### src/rtl/e203_exu_csr_port_arb.sv
// CSR port arbiter/sequencer: core vs debug, grant -> access -> respond.
// Define E203_CSR_ARB_RR_EN for round-robin arbitration; otherwise core has fixed priority.
module e203_exu_csr_port_arb #(
    parameter int XLEN = 32,
    parameter int IDXW = 12
) (
    input  logic            clk,
    input  logic            rst,
    input  logic            c_req_valid,
    output logic            c_req_ready,
    input  logic [IDXW-1:0] c_req_idx,
    input  logic [XLEN-1:0] c_req_wdat,
    input  logic            c_req_wr,
    input  logic            c_req_rd,
    output logic            c_rsp_valid,
    input  logic            c_rsp_ready,
    output logic [XLEN-1:0] c_rsp_rdat,
    output logic            c_rsp_err,
    input  logic            d_req_valid,
    output logic            d_req_ready,
    input  logic [IDXW-1:0] d_req_idx,
    input  logic [XLEN-1:0] d_req_wdat,
    input  logic            d_req_wr,
    input  logic            d_req_rd,
    output logic            d_rsp_valid,
    input  logic            d_rsp_ready,
    output logic [XLEN-1:0] d_rsp_rdat,
    output logic            d_rsp_err,
    output logic            csr_ena,
    output logic            csr_wr_en,
    output logic            csr_rd_en,
    output logic [IDXW-1:0] csr_idx,
    output logic [XLEN-1:0] wbck_csr_dat,
    input  logic [XLEN-1:0] read_csr_dat,
    input  logic            csr_access_ilgl,
    output logic            arb_owner
);

    localparam logic [1:0] S_IDLE = 2'd0;
    localparam logic [1:0] S_ACC  = 2'd1;
    localparam logic [1:0] S_RESP = 2'd2;

    logic [1:0]      state;
    logic            owner;
    logic [IDXW-1:0] idx_q;
    logic [XLEN-1:0] wdat_q;
    logic [XLEN-1:0] rdat_q;
    logic            wr_q;
    logic            rd_q;
    logic            err_q;

    logic            is_idle;
    logic            is_acc;
    logic            is_resp;
    logic            win;
    logic            hs;
    logic            rsp_ack;

    assign is_idle = (state == S_IDLE);
    assign is_acc  = (state == S_ACC);
    assign is_resp = (state == S_RESP);

`ifdef E203_CSR_ARB_RR_EN
    // last_gnt: 1 = debug was granted most recently
    logic last_gnt;

    always_comb begin
        win = ~c_req_valid;
        if (c_req_valid && d_req_valid) begin
            win = ~last_gnt;
        end
    end

    always_ff @(posedge clk) begin
        if (rst) begin
            last_gnt <= 1'b1;
        end else if (hs) begin
            last_gnt <= win;
        end
    end
`else
    assign win = ~c_req_valid;
`endif

    assign c_req_ready = is_idle & c_req_valid & ~win;
    assign d_req_ready = is_idle & d_req_valid & win;
    assign hs          = c_req_ready | d_req_ready;
    assign rsp_ack     = owner ? d_rsp_ready : c_rsp_ready;

    always_ff @(posedge clk) begin
        if (rst) begin
            state  <= S_IDLE;
            owner  <= 1'b0;
            idx_q  <= '0;
            wdat_q <= '0;
            wr_q   <= 1'b0;
            rd_q   <= 1'b0;
            rdat_q <= '0;
            err_q  <= 1'b0;
        end else begin
            unique case (state)
                S_IDLE: begin
                    if (hs) begin
                        state  <= S_ACC;
                        owner  <= win;
                        idx_q  <= win ? d_req_idx  : c_req_idx;
                        wdat_q <= win ? d_req_wdat : c_req_wdat;
                        wr_q   <= win ? d_req_wr   : c_req_wr;
                        rd_q   <= win ? d_req_rd   : c_req_rd;
                    end
                end
                S_ACC: begin
                    rdat_q <= (rd_q && !csr_access_ilgl) ? read_csr_dat : '0;
                    err_q  <= csr_access_ilgl;
                    state  <= S_RESP;
                end
                S_RESP: begin
                    if (rsp_ack) begin
                        state <= S_IDLE;
                    end
                end
                default: state <= S_IDLE;
            endcase
        end
    end

    // Illegal writes are squashed before they reach the register file
    assign csr_ena      = is_acc;
    assign csr_wr_en    = is_acc & wr_q & ~csr_access_ilgl;
    assign csr_rd_en    = is_acc & rd_q;
    assign csr_idx      = is_acc ? idx_q  : '0;
    assign wbck_csr_dat = is_acc ? wdat_q : '0;

    assign c_rsp_valid  = is_resp & ~owner;
    assign d_rsp_valid  = is_resp & owner;
    assign c_rsp_rdat   = c_rsp_valid ? rdat_q : '0;
    assign d_rsp_rdat   = d_rsp_valid ? rdat_q : '0;
    assign c_rsp_err    = c_rsp_valid & err_q;
    assign d_rsp_err    = d_rsp_valid & err_q;
    assign arb_owner    = owner;

endmodule

### config.mk
export PLATFORM = sky130hd
export DESIGN_NAME = e203_exu_csr_port_arb
export DESIGN_NICKNAME = d
export VERILOG_FILES = /design/src/rtl/e203_exu_csr_port_arb.sv
export SDC_FILE = /design/constraint.sdc
export NUM_CORES = 1
export LEC_CHECK = 0
export CAP_MARGIN = 20
export CORE_ASPECT_RATIO = 0.9
export CORE_MARGIN = 1.5
export CORE_UTILIZATION = 30
export CTS_CLUSTER_DIAMETER = 100
export DETAILED_ROUTE_END_ITERATION = 6
export GPL_ROUTABILITY_DRIVEN = 0
export PLACE_DENSITY = 0.74
export SLEW_MARGIN = 0
export SYNTH_ARGS = -nofsm -noshare
export SYNTH_HDL_FRONTEND = slang
export SYNTH_SLANG_ARGS = --single-unit
export TNS_END_PERCENT = 10
### constraint.sdc
create_clock -name clk -period 3.85 [get_ports clk]
set_input_delay 1.155 -clock clk [delete_from_list [all_inputs] [get_ports clk]]
set_output_delay 1.155 -clock clk [all_outputs]
set_load 0.02 [all_outputs]
==> results of run 1 <==
==> layer usage <==
metal  wire (µm)  up-vias  GRT usage [%]
li1            -     2001              -
met1        5628     1935          20.17
met2        6809      169          32.76
met3        1052       17          6.468
met4         187        0          5.000
met5           0        -              0
==> report_power, final <==
group | total, W | leakage, nW | internal (W) | switching, W
combinational | 0.000568 | 2.01 | 0.000292 | 0.000276
clock | 0.000917 | 0.145 | 0.000569 | 0.000348
sequential | 0.000952 | 0.674 | 0.000917 | 0.0000346
==> logic make-up after synthesis <==
logic type	count (synthesis)	share of synthesized area, %
AO/OA/AOI/OAI	126	24.30
AND/OR/NAND/NOR	128	19.09
flip-flops	82	39.26
buffers and inverters	49	5.865
multiplexers	48	11.49
==> sequential cells by signal, summed over array words and instances (netlist names) <==
| register | count |
|---|---|
| err_q | 1 |
| idx_q | 12 |
| arb_owner | 1 |
| state | 2 |
| wr_q | 1 |
| rdat_q | 32 |
| wdat_q | 32 |
| rd_q | 1 |
==> critical path: stages <==
cell             delay (ns)
clkdlybuf4s50_1        0.53
nand2_1                0.06
nor2_1                 0.11
clkdlybuf4s50_1        0.65
==> area by class of cell <==
type                       instances  area (µm²)  share of cell area (%)
clock buffer                      10       229.0                   3.226
clock inverter                     6       91.34                   1.287
multi-input combinational        302        2311                   32.56
sequential                        82        1642                   23.13
tap                              168       210.2                   2.961
timing repair buffer             261        2615                   36.84
==> how the worst max path moves through the flow <==
stage                           start     endpoint  slack [ns]  cells past startpoint
after floorplan           c_req_valid  c_req_ready        0.76                      4
after global placement    d_req_valid  d_req_ready        0.21                      4
after detailed placement  d_req_valid  d_req_ready        0.20                      4
after CTS                 d_req_valid  d_req_ready        0.20                      4
after global routing      d_req_valid  d_req_ready        0.15                      4
final                     d_req_valid  d_req_ready        0.19                      4
==> per-stage QoR <==
| step | hold slack (ns) | instance area (µm²) | setup WS [ns] | total power (W) |
|---|---|---|---|---|
| global placement | 0.4651 | 6730 | 0.2107 | 0.001517 |
| finish | 0.4878 | 7098 | 0.1914 | 0.002438 |
| detailed placement | 0.4683 | 6750 | 0.1983 | 0.001542 |
| CTS | 0.4874 | 7071 | 0.1975 | 0.002476 |
| global route | 0.5132 | 7098 | 0.1484 | 0.002552 |
| floorplan | 0.4477 | 4182 | 0.7636 | 0.001275 |
==> layout by cell type (no fill, tap or decap), drive strengths merged <==
cell type | Yosys | layout
clkinvlp | 0 | 3
and3 | 33 | 33
clkinv | 0 | 1
a21oi | 48 | 48
buf | 24 | 15
nor2b | 2 | 2
and3b | 1 | 1
and4bb | 1 | 1
a22o | 32 | 32
and2b | 2 | 2
clkbuf | 25 | 10
mux2i | 48 | 48
clkdlybuf4s50 | 0 | 246
a211oi | 46 | 46
nor2 | 5 | 5
dfxtp | 82 | 82
or2 | 1 | 1
bufinv | 0 | 2
nor3 | 1 | 1
and2 | 81 | 81
nand2 | 1 | 1
==> results.cfg, run 1 <==
[hold_path]
hold_path.startpoint = rdat_q[27]$_SDFFE_PP0P_
hp-class = reg2reg
min_path_cells = 1
hold_path_end = rdat_q[27]$_SDFFE_PP0P_

[global_route]
grt_max_degree = 51
grt-ovfl-total = 0
antenna_found_initial = 0
grt_pass1_vias = 4089
grt_use_total_pct = 18.11
grt_pass1_wl_um = 20850

[synth]
synth_largest_area_cell = dfxtp_1
synth-seq-area-share_pct = 39.26
synthFlopType = dfxtp_1
yosysWarnings = 0
syn-cell-area_mm2 = 0.004182
ys_ff_latch = 82
synth.distinct_cells = 20
syn_inst = 433
synth_most_common_cell = dfxtp_1
ys_top_cells_by_count = 82 x dfxtp_1, 81 x and2_1, 48 x a21oi_1, 48 x mux2i_1, 33 x and3_1
synth_nets = 564
synth_top_area_share_pct = 39.26
syn_avg_cell_area_um2 = 9.657
synth-async-reset-ratio_pct = 0
synth_edf_count = 0
synth.area.top_cells = dfxtp_1 39%, and2_1 12%, mux2i_1 11%

[cts]
htree_levels = 3
ctsResizeCount = 0
numClockSinks = 82
cts_setup_buffers = 0
cts_hold_buffers = 0
cts_inserted_buffers = 9
clk_path_buf_depth = 2
clkSlewWorstSetupHoldPaths_ns = 0.06
clk_latency_ns = 0.34
cts_tree = done
ctsRootBufferMaster = clkbuf_16

[sta]
slew_headroom_pct = 50.50
finalMaxSlewViolations = 0
setup_tns_ns = 0
rsz0062_at_grt = false
timing.final.crit_period_ns = 3.659
timing.fmax_mhz = 273.3
worstMarginPinSlew_ns = 0.7426
finalHoldViolCount = 0
period_share_pct = 95.03
worst_clock_skew_ns = 0.003236
setup_viol = 0

[cells_and_area]
fin_cells = 829
nFillCells = 1208
diodes = 0
area_delta_synth_final_pct = 69.75
layout-drive-gt1-share_pct = 9.682
fin_util_pct = 52.72
nets = 787

[drt]
drcViolationCount = 0
wl_per_cell_um = 16.50
viasPerCell = 4.972
dr.pass1.iters = 4
drt_iter0_drc = 126
vias = 4122
drt.antenna.violating_nets = 0
wl_um = 13680

[floorplanning]
die_area_mm2 = 0.01466
num_rows = 40
die_x_um = 127.4
die_h_um = 115
core_area_mm2 = 0.01346
ios = 249
start_util_pct = 31.06

[placed_design]
portBuffers = 248
dp.cells = 812
hpwl_um = 10010

[critical_path]
worstReg2RegEnd = wdat_q[15]$_SDFFE_PP0P_
path_class = in2out
arrival_ns = 2.50
crit_fanout = 3
cp.required_ns = 2.69
rr_worst_depth = 5
setup.worst_path.start_class = primary input
cp-end-kind = output pin
crit-reg2reg-launch = state[1]$_SDFFE_PP0P_
regToRegSetupSlack_ns = 1.62

[flow_run]
max_cap_violations = 0

[power]
ir_drop_uv = 216.1
power.leakage_nw = 2.828
powerDensity_mw_per_mm2 = 343.4

[outcome]
status = finished clean
No activity file was read; power rests on OpenSTA's default activity.
==> run 2, diff against run 1 <==
--- a/config.mk
+++ b/config.mk
@@ -8,11 +8,11 @@
 export CAP_MARGIN = 20
 export CORE_ASPECT_RATIO = 0.9
 export CORE_MARGIN = 1.5
-export CORE_UTILIZATION = 30
+export CORE_UTILIZATION = 41
 export CTS_CLUSTER_DIAMETER = 100
 export DETAILED_ROUTE_END_ITERATION = 6
 export GPL_ROUTABILITY_DRIVEN = 0
-export PLACE_DENSITY = 0.74
+export PLACE_DENSITY = 0.94
 export SLEW_MARGIN = 0
 export SYNTH_ARGS = -nofsm -noshare
 export SYNTH_HDL_FRONTEND = slang
==> results.cfg, run 2 (synthesized netlist as in run 1, its figures left out) <==
[drt]
vias = 4210
drt.antenna.violating_nets = 0
viasPerCell = 5.356
drt_iter0_drc = 170
dr.pass1.iters = 4
wl_um = 14250
drcViolationCount = 0
wl_per_cell_um = 18.13

[hold_path]
min_path_cells = 1
hp-class = reg2reg
hold_path.startpoint = rdat_q[6]$_SDFFE_PP0P_
hold_path_end = rdat_q[6]$_SDFFE_PP0P_

[critical_path]
slowest_delay_ns = 0.65
crit-reg2reg-launch = state[1]$_SDFFE_PP0P_
path_class = in2out
path_buf_inv = 2
setup.worst_path.start_class = primary input
worstReg2RegEnd = wdat_q[19]$_SDFFE_PP0P_
rr_worst_depth = 5
crit_top_cell = clkdlybuf4s50_1
cp.required_ns = 2.69
crit_fanout = 3
cp_top_family = buffers and inverters
path_cells = clkdlybuf4s50_1, nand2_1, nor2_1, clkdlybuf4s50_1
regToRegSetupSlack_ns = 1.66
arrival_ns = 2.46
cp_slowest_cell = clkdlybuf4s50_1
cp-end-kind = output pin

[sta]
setup_tns_ns = 0
rsz0062_at_grt = false
period_share_pct = 93.81
timing.final.crit_period_ns = 3.612
fin_hold_ws_ns = 0.4901
timing.fmax_mhz = 276.9
finalMaxSlewViolations = 0
slew_headroom_pct = 48.83
worstMarginPinSlew_ns = 0.7676
setup_viol = 0
worst_clock_skew_ns = 0.006608
finalHoldViolCount = 0

[cells_and_area]
layout-drive-gt1-share_pct = 9.394
fin_util_pct = 71.71
nFillCells = 714
multiInputGateArea_mm2 = 0.002311
seq_area_mm2 = 0.001642
nets = 786
diodes = 0
final_common_cell = clkdlybuf4s50_1
fin_cells = 786
layout_common_cells = 246 x clkdlybuf4s50_1, 82 x dfxtp_1, 80 x and2_1, 48 x mux2i_1, 48 x a21oi_1
largestRegisters = rdat_q (32), wdat_q (32), idx_q (12)
area_delta_synth_final_pct = 67.80

[cts]
cts_hold_buffers = 0
ctsRootBufferMaster = clkbuf_16
cts_tree = done
cts_setup_buffers = 0
cts_inserted_buffers = 9
clk_path_buf_depth = 2
ctsResizeCount = 0
clkSlewWorstSetupHoldPaths_ns = 0.06
numClockSinks = 82
clk_latency_ns = 0.33
htree_levels = 3

[floorplanning]
die_h_um = 98.81
die_area_mm2 = 0.01081
die_x_um = 109.5
start_util_pct = 42.74
core_area_mm2 = 0.009784
ios = 249
num_rows = 34

[global_route]
grt-ovfl-total = 0
antenna_found_initial = 0
grt_pass1_vias = 4367
grt_max_degree = 48
grt_pass1_wl_um = 22150
grt_use_total_pct = 26.10

[placed_design]
hpwl_um = 10310
portBuffers = 248
dp.cells = 768

[flow_run]
max_cap_violations = 0

[power]
power.leakage_nw = 2.827
ir_drop_uv = 231.4
powerDensity_mw_per_mm2 = 345.8
total_power_w = 0.002427

[outcome]
status = finished clean
-- run 2: final cells by class --
| type | count | area share (%) |
|---|---|---|
| repair buffers | 260 | 36.98 |
| multi-input cells | 302 | 32.94 |
| flip-flops and latches | 82 | 23.40 |
| clock buffers | 11 | 3.317 |
| well taps | 126 | 2.247 |
| clock inverters | 5 | 1.123 |
-- run 2: worst max-delay path by stage --
stage | from | slack, ns | end | cells after the start
2_1_floorplan | c_req_valid | 0.76 | c_req_ready | 4
3_3_place_gp | d_req_valid | 0.22 | d_req_ready | 4
3_5_place_dp | d_req_valid | 0.23 | d_req_ready | 4
4_1_cts | d_req_valid | 0.23 | d_req_ready | 4
5_1_grt | d_req_valid | 0.15 | d_req_ready | 4
6_report | d_req_valid | 0.24 | d_req_ready | 4
-- run 2: layer usage --
metal	global-route usage [%]	share of wire, %	vias to the layer above
li1	-	-	1998
met1	29.48	39	2017
met2	48.26	53	167
met3	5.622	6.2	28
met4	7.992	1.9	0
met5	0	0	-
-- run 2: report_power, final --
part	internal (W)	switching, W
Clock	0.000568	0.000340
Combinational	0.000290	0.000274
Sequential	0.000917	0.0000371
-- run 2: stage by stage --
step / cell area [µm²] / worst slack [ns]
after floorplan: 4182 / 0.7636
after global placement: 6658 / 0.2240
after detailed placement: 6658 / 0.2308
after CTS: 6969 / 0.2301
after global routing: 7017 / 0.1465
final: 7017 / 0.2381
==> run 3, diff against run 2 <==
--- a/config.mk
+++ b/config.mk
@@ -8,11 +8,11 @@
 export CAP_MARGIN = 20
 export CORE_ASPECT_RATIO = 0.9
 export CORE_MARGIN = 1.5
-export CORE_UTILIZATION = 41
+export CORE_UTILIZATION = 34
 export CTS_CLUSTER_DIAMETER = 100
 export DETAILED_ROUTE_END_ITERATION = 6
 export GPL_ROUTABILITY_DRIVEN = 0
-export PLACE_DENSITY = 0.94
+export PLACE_DENSITY = 0.84
 export SLEW_MARGIN = 0
 export SYNTH_ARGS = -nofsm -noshare
 export SYNTH_HDL_FRONTEND = slang
==> constraint.sdc (replaced) <==
create_clock -name clk -period 3 [get_ports clk]
set_input_delay 0.9 -clock clk [delete_from_list [all_inputs] [get_ports clk]]
set_output_delay 0.9 -clock clk [all_outputs]
set_load 0.02 [all_outputs]
==> results.cfg, run 3 (synthesized netlist as in run 1, its figures left out) <==
[power]
total_power_w = 0.003168
ir_drop_uv = 223.0
powerDensity_mw_per_mm2 = 441.4
power.leakage_nw = 3.391

[outcome]
status = finished clean

[critical_path]
cp-end-kind = output pin
path_buf_inv = 2
setup.worst_path.start_class = register
arrival_ns = 2.00
crit_fanout = 38
cp.required_ns = 2.10
cp_slowest_cell = clkdlybuf4s50_1
path_class = reg2out
cp_top_family = buffers and inverters
path_cells = nor2b_4, buf_12, and2_1, clkdlybuf4s50_1
slowest_delay_ns = 0.60

[drt]
drt.antenna.violating_nets = 0
drcViolationCount = 0
wl_met3_um = 681
drt_iter0_drc = 179
viasPerCell = 5.063
wl_per_cell_um = 16.33
dr.pass1.iters = 4
highest_layer = met4
wl_um = 13460
wl_met2_um = 7014
vias = 4172
drt-met1-wl_um = 5489

[sta]
finalMaxSlewViolations = 0
rsz0062_at_grt = true
worstMarginPinSlew_ns = 0.7324
period_share_pct = 96.80
finalHoldViolCount = 0
timing.final.crit_period_ns = 2.904
setup_viol = 0
worst_clock_skew_ns = 0.009994
slew_headroom_pct = 51.17
setup_tns_ns = 0
timing.fmax_mhz = 344.4

[cts]
htree_levels = 3
clk_latency_ns = 0.33
cts_tree = done
ctsRootBufferMaster = clkbuf_16
clk_path_buf_depth = 2
clkSlewWorstSetupHoldPaths_ns = 0.07
cts_inserted_buffers = 9
numClockSinks = 82

[cells_and_area]
fin_cells = 824
largestRegisters = rdat_q (32), wdat_q (32), idx_q (12)
area_delta_synth_final_pct = 71.63
layout_common_cells = 206 x clkdlybuf4s50_1, 81 x dfxtp_1, 80 x and2_1, 48 x mux2i_1, 48 x a21oi_1
final_common_cell = clkdlybuf4s50_1
nFillCells = 993
fin_util_pct = 59.66
layout-drive-gt1-share_pct = 10.41
nets = 789

[placed_design]
portBuffers = 248
dp.cells = 806
hpwl_um = 9600

[hold_path]
hp-class = reg2reg

[global_route]
grt_pass1_wl_um = 20660
grt-ovfl-total = 0
antenna_found_initial = 1
grt_max_degree = 51
grt_use_total_pct = 19.74
grt_pass1_vias = 4157

[floorplanning]
start_util_pct = 34.76
ios = 249
die_area_mm2 = 0.01297
die_h_um = 108.2
num_rows = 38
die_x_um = 119.9
core_area_mm2 = 0.01203

[flow_run]
max_cap_violations = 0
-- run 3: power breakdown --
| group | internal, W | leakage [nW] | switching [W] |
|---|---|---|---|
| Sequential | 0.00118 | 0.674 | 0.0000452 |
| Clock | 0.000754 | 0.159 | 0.000461 |
| Combinational | 0.000378 | 2.56 | 0.000352 |
-- run 3: per-stage QoR --
stage               instance area (µm²)  hold slack [ns]  setup slack (ns)
global placement                   6768           0.4632          -0.07360
CTS                                7081           0.4879          0.001028
detailed placement                 6768           0.4725          -0.09017
global route                       7177           0.5081          -0.01406
floorplan                          4182           0.4477            0.4236
finish                             7177           0.4908           0.09607
-- run 3: layout make-up --
type,instances,area [µm²],area share (%)
tap,160,200.2,2.789
clock buffer,10,239.0,3.330
clock inverter,6,90.09,1.255
timing repair buffer,263,2690,37.48
multi-input combinational,302,2312,32.22
sequential,82,1643,22.89
antenna,1,2.502,0.03487
-- run 3: metal layers --
metal | up-vias | global-route usage [%]
met5 | - | 0
met3 | 25 | 3.428
met1 | 1998 | 23.02
met2 | 138 | 36.37
li1 | 2011 | -
met4 | 0 | 7.313
-- run 3: path summary, 6_finish.rpt --
check / start / to / slack, ns / cells past startpoint
worst max-delay path: state[0]$_SDFFE_PP0P_ / wbck_csr_dat[6] / 0.1 / 4
worst min-delay path: rdat_q[22]$_SDFFE_PP0P_ / rdat_q[22]$_SDFFE_PP0P_ / 0.49 / 1
worst max register to register: state[1]$_SDFFE_PP0P_ / idx_q[11]$_SDFFE_PP0P_ / 0.87 / 5
worst min register to register: rdat_q[22]$_SDFFE_PP0P_ / rdat_q[22]$_SDFFE_PP0P_ / 0.49 / 1
-- run 3: repair_timing --
action | CTS | global route
setup endpoints to repair | 63 | 51
setup buffers | 0 | 0
hold buffers | 0 | 0
cloned | 0 | 0
gates resized for setup | 17 | 26
